$ cat config.mk
export PLATFORM = sky130hd
export DESIGN_NAME = mul_seq_ctrl
export DESIGN_NICKNAME = d
export VERILOG_FILES = /design/src/rtl/mul_seq_ctrl.sv
export SDC_FILE = /design/constraint.sdc
export NUM_CORES = 1
export LEC_CHECK = 0
export BUFFER_PORTS_ARGS = -buffer_cell sky130_fd_sc_hd__buf_2
export CAP_MARGIN = 20
export CELL_PAD_IN_SITES_DETAIL_PLACEMENT = 1
export CELL_PAD_IN_SITES_GLOBAL_PLACEMENT = 2
export CORE_MARGIN = 1.5
export CORE_UTILIZATION = 29
export DETAILED_ROUTE_END_ITERATION = 7
export GPL_ROUTABILITY_DRIVEN = 0
export GPL_TIMING_DRIVEN = 0
export PLACE_DENSITY_LB_ADDON = 0.1
export SLEW_MARGIN = 0
export SYNTH_ARGS = -nofsm -noshare
export SYNTH_HDL_FRONTEND = slang
export SYNTH_SLANG_ARGS = --single-unit
$ cat constraint.sdc
create_clock -name clk -period 1.8 [get_ports clk]
set_clock_uncertainty 0.05 [all_clocks]
set_input_delay 0.09 -clock clk [delete_from_list [all_inputs] [get_ports clk]]
set_output_delay 0.09 -clock clk [all_outputs]
set_load 0.05 [all_outputs]
$ cat src/rtl/mul_seq_ctrl.sv
// mul_seq_ctrl: shift-and-add multiply sequencer driving a shared ripple adder
module mul_seq_ctrl #(
  parameter int WIDTH = 16
) (
  input  logic                 clk,
  input  logic                 rst,
  input  logic                 start,
  input  logic [WIDTH-1:0]     op_a,
  input  logic [WIDTH-1:0]     op_b,
  output logic                 busy,
  output logic                 done,
  output logic [2*WIDTH-1:0]   product,
  output logic [WIDTH-1:0]     add_a,
  output logic [WIDTH-1:0]     add_b,
  output logic                 add_cin,
  input  logic [WIDTH-1:0]     add_sum,
  input  logic                 add_co
);
  localparam int CW = $clog2(WIDTH) + 1;
  typedef enum logic [1:0] {IDLE, RUN, DONE} state_t;
  state_t state, state_nx;
  logic [WIDTH-1:0] mcand, hi, lo;
  logic [CW-1:0] cnt;
  logic accept, last;
  always_comb begin
    accept   = (state != RUN) && start;
    last     = cnt == CW'(WIDTH - 1);
    state_nx = accept ? RUN : (state == RUN) ? (last ? DONE : RUN) : IDLE;
    busy     = state == RUN;
    done     = state == DONE;
    add_a    = busy ? hi : '0;
    add_b    = (busy && lo[0]) ? mcand : '0;
    add_cin  = 1'b0;
  end
  always_ff @(posedge clk) begin
    if (rst) begin
      state   <= IDLE;
      mcand   <= '0;
      hi      <= '0;
      lo      <= '0;
      cnt     <= '0;
      product <= '0;
    end else begin
      state <= state_nx;
      if (accept) begin
        mcand <= op_a;
        lo    <= op_b;
        hi    <= '0;
        cnt   <= '0;
      end else if (state == RUN) begin
        hi  <= {add_co, add_sum[WIDTH-1:1]};
        lo  <= {add_sum[0], lo[WIDTH-1:1]};
        cnt <= cnt + 1'b1;
        // product mirrors the post-update {hi, lo} so it is valid alongside done
        if (last) product <= {add_co, add_sum, lo[WIDTH-1:1]};
      end
    end
  end
endmodule

==> results.ini <==
[run]
cap_violations=0

[global_routing]
first_global_vias=3279
grt_first_pass_wirelength_mm=16.9
grt_util_all_layers=0.172
grt_start_max_net_pins=14
antenna_violations_before_repair=0
gr-total-overflow=0

[synthesis]
syn-cell-area_um2=3430
synth_area_leaders=dfxtp_1 51%, a22o_1 8.2%, a21oi_1 5.1%
warning_count_from_the_yosys_run=0
post_synth_cell_types=29
avgSynthCellArea_um2=9.54
mappedNetlistNets=414
synth_top_area_cell=dfxtp_1
yosysSeqAreaShare=0.508
total_of_flip_flops_plus_latches_after_synthesis=87
post_synth_edffs=0
synth_top_area_share=0.508
async_set_or_reset_flop_fraction_in_the_synthesized_netlist=0
synthFlopType=dfxtp_1
cells_after_synth=359

[die]
core_um2=11500
design.die.area_um2=12500
floorplan.initialDensity=0.299
die_h_um=112
floorplan.rows=39
dieWidth_um=112
io_pins=119

[critical_path]
critical_path.max_stage_delay_ns=0.34
crit_type=reg2reg
end_kind=flip-flop
cell_by_cell_trace_of_the_critical_path=ha_1, and3_4, ha_2, nor3b_4, buf_4, clkbuf_4, a22o_1
critPathMaxFanout=5
critical_path.top_delay_family=adder cells
setup.worst_path.start_class=flip-flop
timing.critical_path.slowest_stage_cell=dfxtp_2
crit_buf_inv=2
critPathRequiredTime_ns=1.99
cp_data_arrival_time_ns=1.93

[power_and_ir_drop]
total_power_mw=4.64
power-per-cell-area_nw_per_um2=915
power.ir.vdd_worst_v=0.000730
reported_leakage_power_nw=2.31

[clock_tree]
clock_tree_from_tritoncts=yes
clockBufferDepth=2
clock-sinks=87
worst_setup_hold_path_clk_slew_ns=0.06
htree_num_levels=3
insertion_delay_ns=0.34
cts_root_buffer=clkbuf_16
tritoncts.num_buffers=9

[routing]
dr.pass1.iters=4
avgRoutedWirePerCell_um=15.8
via_per_inst=4.76
antenna_left=0
finalWirelength_mm=10.6
detailroute.via_count=3187
drtIter0Drc=114
remaining_drc_errors=0

[sta]
period_minus_slack_ns=1.74
final_setup_tns_ns=0
tightest_slew_ns=0.540
fmax_mhz=573
timing.slew.headroom=0.640
hold_violations=0
timing.final.setup_violations=0
unrepaired_setup_endpoints_after_global_routing=no
worst_hold_slack_ns=0.0483
finalCritPeriodShare=0.969
slew_viol_final=0

[cells_and_area]
synth_to_final_area_change_pct=47.9
final_layout_size_suffix_gt1_frac=0.316
numnets_final=576
antenna_cells=0
layout_common_cells=90 x buf_2, 86 x dfxtp_1, 35 x a21oi_1, 35 x nand2_1, 33 x dlygate4sd3_1
layout.cells.most_common=buf_2

[run_status]
status=complete, no violations

[hold_path]
holdCritPathClass=in2reg

[place]
io_buffers=115
dp_hpwl_mm=7.09

-- cells in the mapped netlist (all sizes together), types with 2 or more instances --
library cell,number
dfxtp,87
a21oi,36
nand2,35
a22o,32
buf,22
nor2,19
a211oi,17
and3,17
nand3,17
o21ai,17
and2,16
mux2i,16
clkbuf,12
ha,3
inv,3
nand2b,2
-- layer usage --
layer / vias up / GRT usage / routed length (um)
met2: 81 / 0.276 / 4940
met4: 0 / 0.0506 / 120
met1: 1507 / 0.223 / 4990
met3: 10 / 0.0501 / 517
li1: 1589 / - / -
met5: - / 0 / 0
-- logic make-up after synthesis --
kind of cell             Yosys count  share of synthesized area
AND/OR/NAND/NOR                  110                      0.159
AO/OA/AOI/OAI                    103                      0.202
flip-flops                        87                      0.508
buffers and inverters             37                     0.0665
multiplexers                      16                     0.0467
adder cells (fa/ha/maj)            3                     0.0110
XOR/XNOR                           2                    0.00511
other                              1                    0.00109
-- power by group --
group	switching, mW	internal (mW)	leakage, nW	total, mW
combinational	0.303	0.231	1.44	0.534
sequential	0.0517	2.00	0.709	2.05
clock	0.758	1.29	0.160	2.05
-- tightest hold or removal path: stages --
cell and delay, ns:
buf_2 0.10, mux2i_1 0.12, a211oi_1 0.08
-- worst paths after layout --
path | from | end | slack, ns | depth (start not counted)
max | cnt[0] | product[16] | 0.06 | 7
min | op_b[0] | lo[0] | 0.05 | 3
max reg2reg | cnt[0] | product[16] | 0.06 | 7
min reg2reg | hi[2] | hi[2] | 0.40 | 2
-- sequential cells by signal (all words and copies together), names as in the netlist --
register,flops
mcand,16
product,32
state,2
hi,16
lo,16
cnt,5
-- metrics by stage --
| step | utilization | worst slack [ns] | std cells | area [um^2] |
|---|---|---|---|---|
| 4_1_cts | 0.433 | 0.00263 | 667 | 4960 |
| 3_3_place_gp | 0.365 | -0.0497 | 617 | 4180 |
| 3_5_place_dp | 0.365 | -0.0868 | 617 | 4180 |
| 6_report | 0.442 | 0.0557 | 669 | 5070 |
| 2_1_floorplan | - | 0.191 | 359 | 3430 |
| 5_1_grt | 0.442 | 0.00236 | 669 | 5070 |
-- layout make-up --
cell class | count | area [um^2]
Clock buffer | 13 | 260
Clock inverter | 3 | 65.1
Fill cell | 1327 | 6400
Buffer | 34 | 250
Sequential cell | 87 | 1740
Tap cell | 143 | 179
Timing Repair Buffer | 151 | 1070
Multi-Input combinational cell | 235 | 1480
Inverter | 3 | 18.8
-- what timing repair did --
action / CTS / global route
buffers inserted: 1 / 1
hold buffers: 33 / 0
pin swaps: 0 / 0
setup endpoints to repair: 61 / 64
cloned: 0 / 1
resized for setup: 44 / 28
hold endpoints to repair: 49 / 0
Note: power is estimated with default switching activity, not from simulation.
